### config.mk
export PLATFORM = sky130hd
export DESIGN_NAME = mem_port_arbiter
export DESIGN_NICKNAME = d
export VERILOG_FILES = /design/src/rtl/mem_arb_pkg.sv /design/src/rtl/arb_starve_ctr.sv /design/src/rtl/mem_port_arbiter.sv
export SDC_FILE = /design/constraint.sdc
export NUM_CORES = 1
export LEC_CHECK = 0
export ABC_AREA = 1
export CAP_MARGIN = 25
export CORE_MARGIN = 2
export CORE_UTILIZATION = 30
export DETAILED_ROUTE_END_ITERATION = 8
export PLACE_DENSITY_LB_ADDON = 0.15
export SYNTH_ARGS = -nofsm -noshare
export SYNTH_HDL_FRONTEND = slang
export SYNTH_SLANG_ARGS = --single-unit
### constraint.sdc
create_clock -name clk -period 1.6 [get_ports clk]
set_input_delay 0.24 -clock clk [delete_from_list [all_inputs] [get_ports clk]]
set_output_delay 0.24 -clock clk [all_outputs]
set_load 0.02 [all_outputs]
### src/rtl/mem_arb_pkg.sv
// rtl/mem_arb_pkg.sv - shared types and defaults for the memory port arbiter
package mem_arb_pkg;

    typedef enum logic [1:0] {
        ST_IDLE   = 2'd0,
        ST_ACCESS = 2'd1,
        ST_DONE   = 2'd2
    } arb_state_t;

    localparam logic OWN_I = 1'b0;
    localparam logic OWN_D = 1'b1;

    localparam int DEF_LAT        = 2;
    localparam int DEF_STARVE_LIM = 4;

endpackage

### src/rtl/arb_starve_ctr.sv
// rtl/arb_starve_ctr.sv - saturating fetch-starvation counter with force-fetch flag
module arb_starve_ctr #(
    parameter int LIMIT = 4
) (
    input  logic clk,
    input  logic rst,
    input  logic inc,
    input  logic clr,
    output logic force_fetch
);

    localparam logic [3:0] LIMIT_VAL = 4'(LIMIT);

    logic [3:0] count;

    always_ff @(posedge clk) begin
        if (rst) begin
            count <= 4'd0;
        end else if (clr) begin
            count <= 4'd0;
        end else if (inc && (count != LIMIT_VAL)) begin
            count <= count + 4'd1;
        end
    end

    assign force_fetch = (count == LIMIT_VAL);

endmodule

### src/rtl/mem_port_arbiter.sv
// rtl/mem_port_arbiter.sv - shares one memory port between instruction fetch and data access
module mem_port_arbiter
    import mem_arb_pkg::*;
#(
    parameter int LAT        = DEF_LAT,
    parameter int STARVE_LIM = DEF_STARVE_LIM
) (
    input  logic        clk,
    input  logic        rst,
    input  logic        i_req,
    input  logic [31:0] i_adr,
    output logic [31:0] i_rdata,
    output logic        i_ack,
    input  logic        d_req,
    input  logic        d_we,
    input  logic [31:0] d_adr,
    input  logic [31:0] d_wdata,
    output logic [31:0] d_rdata,
    output logic        d_ack,
    output logic [31:0] m_adr,
    output logic [31:0] m_wdata,
    output logic        m_read,
    output logic        m_write,
    input  logic [31:0] m_rdata,
    output logic        busy,
    output logic        owner
);

    localparam logic [2:0] LAST_CYC = 3'(LAT - 1);

    arb_state_t state;
    logic [2:0] acc_cnt;
    logic       acc_we;
    logic       force_fetch;
    logic       grant_d;
    logic       grant_i;

    // Data normally wins; a starved fetch takes the port once the limit is hit.
    assign grant_d = (state == ST_IDLE) && d_req && !(i_req && force_fetch);
    assign grant_i = (state == ST_IDLE) && i_req && !grant_d;

    arb_starve_ctr #(
        .LIMIT(STARVE_LIM)
    ) u_starve (
        .clk        (clk),
        .rst        (rst),
        .inc        (grant_d && i_req),
        .clr        (grant_i),
        .force_fetch(force_fetch)
    );

    always_ff @(posedge clk) begin
        if (rst) begin
            state   <= ST_IDLE;
            acc_cnt <= 3'd0;
            acc_we  <= 1'b0;
            owner   <= OWN_I;
            busy    <= 1'b0;
            i_ack   <= 1'b0;
            d_ack   <= 1'b0;
            i_rdata <= 32'd0;
            d_rdata <= 32'd0;
            m_adr   <= 32'd0;
            m_wdata <= 32'd0;
            m_read  <= 1'b0;
            m_write <= 1'b0;
        end else begin
            i_ack <= 1'b0;
            d_ack <= 1'b0;
            case (state)
                ST_IDLE: begin
                    if (grant_d || grant_i) begin
                        state   <= ST_ACCESS;
                        busy    <= 1'b1;
                        acc_cnt <= 3'd0;
                        owner   <= grant_d ? OWN_D : OWN_I;
                        acc_we  <= grant_d && d_we;
                        m_adr   <= grant_d ? d_adr : i_adr;
                        m_wdata <= grant_d ? d_wdata : 32'd0;
                        m_read  <= !(grant_d && d_we);
                        m_write <= grant_d && d_we;
                    end
                end
                ST_ACCESS: begin
                    // Writes strobe once; the slot still lasts LAT cycles.
                    m_write <= 1'b0;
                    if (acc_cnt == LAST_CYC) begin
                        state  <= ST_DONE;
                        m_read <= 1'b0;
                        if (!acc_we) begin
                            if (owner == OWN_D) d_rdata <= m_rdata;
                            else                i_rdata <= m_rdata;
                        end
                        if (owner == OWN_D) d_ack <= 1'b1;
                        else                i_ack <= 1'b1;
                    end else begin
                        acc_cnt <= acc_cnt + 3'd1;
                    end
                end
                ST_DONE: begin
                    state <= ST_IDLE;
                    busy  <= 1'b0;
                end
                default: begin
                    state   <= ST_IDLE;
                    busy    <= 1'b0;
                    m_read  <= 1'b0;
                    m_write <= 1'b0;
                end
            endcase
        end
    end

endmodule
== Word-level counts from Yosys, hierarchy flattened ==
Index checks and enable logic that the tools add are counted.

* Bits in registers: 144
* Output and inout port bits: 134
* Logic and storage cells: 71

* Equal/unequal tests: 8
* Bitwise logic cells: 5
* Add/subtract/negate cells: 2
* Multiplexer cells: 18
* Reduce and logical (&&, ||, !) cells: 24

{| class="wikitable"
|+ Operators with widths
! cell !! count
|-
| $mux 32 || 2
|-
| $logic_and 1x1->1 || 8
|-
| $reduce_and 2->1 || 4
|-
| $reduce_and 4->1 || 2
|-
| $mux 1 || 7
|-
| $mux 3 || 2
|-
| $pmux 3 s2 || 1
|-
| $reduce_and 3->1 || 2
|-
| $not 1->1 || 5
|-
| $add 4x1->4 const B || 1
|-
| $eq 4x3->1 const B || 1
|-
| $mux 2 || 2
|-
| $ne 2x2->1 const B || 2
|-
| $ne 4x3->1 const B || 1
|-
| $pmux 1 s2 || 2
|-
| $pmux 2 s2 || 1
|-
| $add 3x1->3 const B || 1
|-
| $eq 3x1->1 const B || 1
|-
| $logic_not 1->1 || 3
|-
| $pmux 1 s3 || 1
|-
| $reduce_or 3->1 || 1
|-
| $eq 2x1->1 const B || 1
|-
| $eq 2x2->1 const B || 1
|-
| $logic_not 2->1 || 1
|-
| 4 further kinds || 4
|}

== Depth between registers and ports, before layout ==
* Depth after elaboration: 9
* Depth in mapped cells: 9

== Modules after synthesis ==
From an unflattened synthesis, not the netlist that was laid out.

* Cells, all modules: 782
* Area, all modules: 5764.3 um^2

{| class="wikitable"
|+ Modules (own cells, without submodules)
! module !! area an instance (um^2) !! sequential area each (um^2) !! cells each !! times used
|-
| mem_port_arbiter || 5521.5 || 2802.7 || 746 || 1
|-
| arb_starve_ctr || 242.7 || 80.1 || 36 || 1
|}

== Worst setup path before layout ==
No wires, ideal clock.

* Kind: reg-to-reg
* From: reg owner
* To: reg d_rdata[12]
* Path buffers: 1
* Stages on the path, launching flop included: 7
* Required time: 1.468 ns
* Setup slack: 0.221 ns
* Setup time: 0.132 ns
* Arrival: 1.247 ns
* Clock period less this slack: 1.379 ns
* Path through: dfxtp_1 inv_1 nor2_1 nand2_1 clkbuf_1 nand2_1 a21oi_1

* Word-level cells in the longest chain between the ends: 1

{| class="wikitable"
|+ Ends and longest elaborated chain
! item !! RTL line !! source
|-
| from (decl) || mem_port_arbiter.sv:26 || <nowiki>output logic owner</nowiki>
|-
| from (signal assigned) || mem_port_arbiter.sv:76 || <nowiki>owner <= grant_d ? OWN_D : OWN_I;</nowiki>
|-
| $reduce_and 4->1 (no line) || - ||
|-
| to (signal assigned) || mem_port_arbiter.sv:91 || <nowiki>if (owner == OWN_D) d_rdata <= m_rdata;</nowiki>
|-
| to (decl) || mem_port_arbiter.sv:18 || <nowiki>output logic [31:0] d_rdata,</nowiki>
|}

Every way passes these cells.
A chain may end at the register's enable or synchronous reset.

== Worst setup path in the final report ==
* From: reg u_starve.count[0]
* To: reg m_adr[3]

* Word-level cells in the longest chain between the ends: 8
* Elaborated cells on any way between the ends: 9
* Classes of those cells: eq/ne: 1; mux: 1; reduce/logical: 7

{| class="wikitable"
|+ Ends and longest elaborated chain
! item !! RTL line !! source
|-
| from (decl) || arb_starve_ctr.sv:14 || <nowiki>logic [3:0] count;</nowiki>
|-
| from (signal assigned) || arb_starve_ctr.sv:22 || <nowiki>count <= count + 4'd1;</nowiki>
|-
| $eq 4x3->1 * || arb_starve_ctr.sv:26 || <nowiki>assign force_fetch = (count == LIMIT_VAL);</nowiki>
|-
| $logic_and 1x1->1 * || mem_port_arbiter.sv:39 || <nowiki>assign grant_d = (state == ST_IDLE) && d_req && !(i_req && force_fetch);</nowiki>
|-
| $logic_not 1->1 * || mem_port_arbiter.sv:39 ||
|-
| $logic_and 1x1->1 * || mem_port_arbiter.sv:39 ||
|-
| $logic_not 1->1 || mem_port_arbiter.sv:40 || <nowiki>assign grant_i = (state == ST_IDLE) && i_req && !grant_d;</nowiki>
|-
| $logic_and 1x1->1 || mem_port_arbiter.sv:40 ||
|-
| $logic_or 1x1->1 || mem_port_arbiter.sv:72 || <nowiki>if (grant_d || grant_i) begin</nowiki>
|-
| $reduce_and 2->1 (no line) || - ||
|-
| to (signal assigned) || mem_port_arbiter.sv:78 || <nowiki>m_adr <= grant_d ? d_adr : i_adr;</nowiki>
|-
| to (decl) || mem_port_arbiter.sv:20 || <nowiki>output logic [31:0] m_adr,</nowiki>
|}

Every way passes the cells marked *; elsewhere a longest branch is shown, timed or not.

==> impl_metrics.toml <==
[status]
status = "completed"

[detailed_routing]
drt_iter0_markers = 237
routed_wl_mm = 18.4
drcViolationCount = 0
firstDrtPassIters = 4
wire_per_inst_um = 13.9
viasPerCell = 4.51
vias = 5968
ant_nets = 0

[pwr]
p_leak_uw = 0.00434
ir_drop_mv = 0.673
power_density_nw_per_um2 = 983

[floorplan]
fp.coreArea_sq_um = 19300
start_util_pct = 30.3
dieWidth_um = 143
io_pins = 267
die_h_um = 143
fp-row-count = 51
dieArea_sq_um = 20600

[finish]
final_common_cell = "nand2_1"
antenna_cells = 0
mostFrequentLayoutCells = "nand2_1 (220), dfxtp_1 (144), nand3_1 (136), dlygate4sd2_1 (134), clkdlybuf4s50_1 (131)"
seq_area_sq_um = 2880
area_growth_pct = 61.8
post-route-util_pct = 49.0
drive_gt1_share_pct = 8.70
multiInputGateArea_sq_um = 2480
nFillCells = 2025
fin_nets = 1182
fin_cells = 1323

[place]
portBuffers = 266
post-place-cells = 1286
routabilityCongestion = 0.789
hpwl_mm = 12.8

[worst_setup_path]
crit_start = "u_starve.count[0]$_SDFFE_PP0P_"
max_stage_delay_ns = 0.31
crit_chain = "inv_1, ha_1, nand4_2, nand2_2, buf_4, nand2_1, nand3_1, nand2_1, inv_1"
worstPathRequired_ns = 1.96
critPathCaptureType = "register"
r2r-start = "u_starve.count[0]$_SDFFE_PP0P_"
critPathMaxFanout = 16
path_buf_inv = 3
arrival_ns = 1.81
critical_path.top_delay_family = "simple AND/OR/NAND/NOR gates"
rrSetupSlack_ns = 0.15
worstSetupPathType = "register to register"
cp_slowest_cell = "dfxtp_1"
startpoint_type = "register"

[cts]
insertion_delay_ns = 0.42
cts_root_buf = "clkbuf_16"
htreeDepth = 4
cts_tree = "yes"
cts_max_path_buffers = 2
cts_sinks = 144
clkTransAtPathRegs_ns = 0.07
cts_made_buffers = 17

[grt]
overflow = 0
track_usage_pct = 18.1
antenna_found_initial = 0
grt_pass1_wl_mm = 29.4
grt_max_degree = 96
grt_pass1_vias = 5861

[timing]
max_slew_margin_pct = 68.1
rsz0062_at_grt = "no"
finalClockSkew_ns = 0.00747
fin_crit_ns = 1.45
tightest_slew_ns = 0.479
hold_violations = 0
hold_ws_ns = 0.0740
min_period_over_period_pct = 90.6
fmax_ghz = 0.690
setup_viol = 0
fin_tns_setup_ns = 0
finalMaxSlewViolations = 0

[logic_synthesis]
synth_top_family_by_area = "simple AND/OR/NAND/NOR gates"
synth_edf_count = 0
synthXorXnorAreaFrac_pct = 0.150
muxShareOfSynthArea_pct = 0
synthCells = 772
synthArstFlopShare_pct = 0
synth_top_flop_cell = "dfxtp_1"
synth.distinct_cells = 23
seq_area_frac_synth_pct = 49.4
synth-simple-area-share_pct = 27.6
syn_nets = 909
yosys_register_bits = 144
syn_area_sq_um = 5830
synth-compound-area-share_pct = 13.9
synth_fa_ha_area_share_pct = 0.858
syn_avg_cell_area_sq_um = 7.56
ys_warn_count = 0

[hold_path]
hp-class = "primary input to register"
min_from = "rst"

[job]
drv_cap = 0
per-stage QoR:
stage	instance area [sq um]	setup WS, ns	total power [uW]
floorplan	5830	0.221	4800
global placement	9000	-0.0849	5780
detailed placement	9000	-0.122	5780
CTS	9380	0.118	9400
global route	9440	0.00617	9750
finish	9440	0.150	9270
synth_stat cells, types with 2 or more instances:
master    instances  share of area [%]
o21ai_0           5               0.43
o21a_1           32                4.1
nand3_1         136                 12
nor2_4            2               0.39
inv_2             6               0.39
nor2_2            2               0.21
clkbuf_1         28                1.8
a21oi_1         104                8.9
ha_1              4               0.86
buf_2             9               0.77
buf_4            17                2.2
nor2_1           10               0.64
dfxtp_1         144                 49
inv_1            45                2.9
nand2_1         220                 14
path summary, 6_finish.rpt:
| path | end | cells after the start |
|---|---|---|
| setup reg to reg | m_adr[3]$_SDFFE_PP0P_ | 9 |
| setup / recovery | m_adr[3]$_SDFFE_PP0P_ | 9 |
| hold reg to reg | i_rdata[13]$_SDFFE_PP0P_ | 2 |
| hold / removal | m_read$_SDFFE_PP0P_ | 2 |
per-layer routing:
metal | vias up | routed length [um] | track usage (%)
met1 | 2683 | 8130 | 22.3
met2 | 190 | 8340 | 28.8
met5 | - | 0 | 0
li1 | 3071 | - | -
met4 | 0 | 373 | 7.12
met3 | 24 | 1540 | 6.43
final cells by class:
type / count / area share, %
clock buffers: 17 / 4.51
well taps: 265 / 3.51
clock inverters: 15 / 1.33
inverters: 51 / 2.03
flip-flops and latches: 144 / 30.5
multi-input cells: 522 / 26.3
repair buffers: 309 / 31.8
worst register-to-register path, stage by stage, from the launching register on:
cell	delay [ns]
dfxtp_1	0.31
inv_1	0.07
ha_1	0.18
nand4_2	0.14
nand2_2	0.18
buf_4	0.25
nand2_1	0.08
nand3_1	0.09
nand2_1	0.06
inv_1	0.04
flip-flops by register name, indices dropped and copies added, names as in the netlist:
register and cells:
u_starve.count 4, acc_cnt 3, acc_we 1, state 2, m_read 1, owner 1, m_adr 32, busy 1
i_ack 1, d_ack 1, m_write 1, i_rdata 32, d_rdata 32, m_wdata 32
logic make-up after synthesis:
family                     after synthesis
and+or+nand+nor                        374
DFF                                    144
AOI/OAI and AO/OA                      143
buffers and inverters                  106
adders and majority gates                4
xor gates and xnor gates                 1
power breakdown:
group	total, uW	switching (uW)	internal [uW]
registers	3860	89.6	3770
logic	1710	906	808
clock network	3700	1680	2020
repair_timing:
item | in CTS | in global routing
hold buffers | 0 | 0
buffers inserted | 0 | 4
endpoints found under the setup margin | 134 | 1
gates resized for setup | 134 | 1
pin swaps | 0 | 1
gates cloned | 0 | 1
Power figures use the tool's default switching activity.
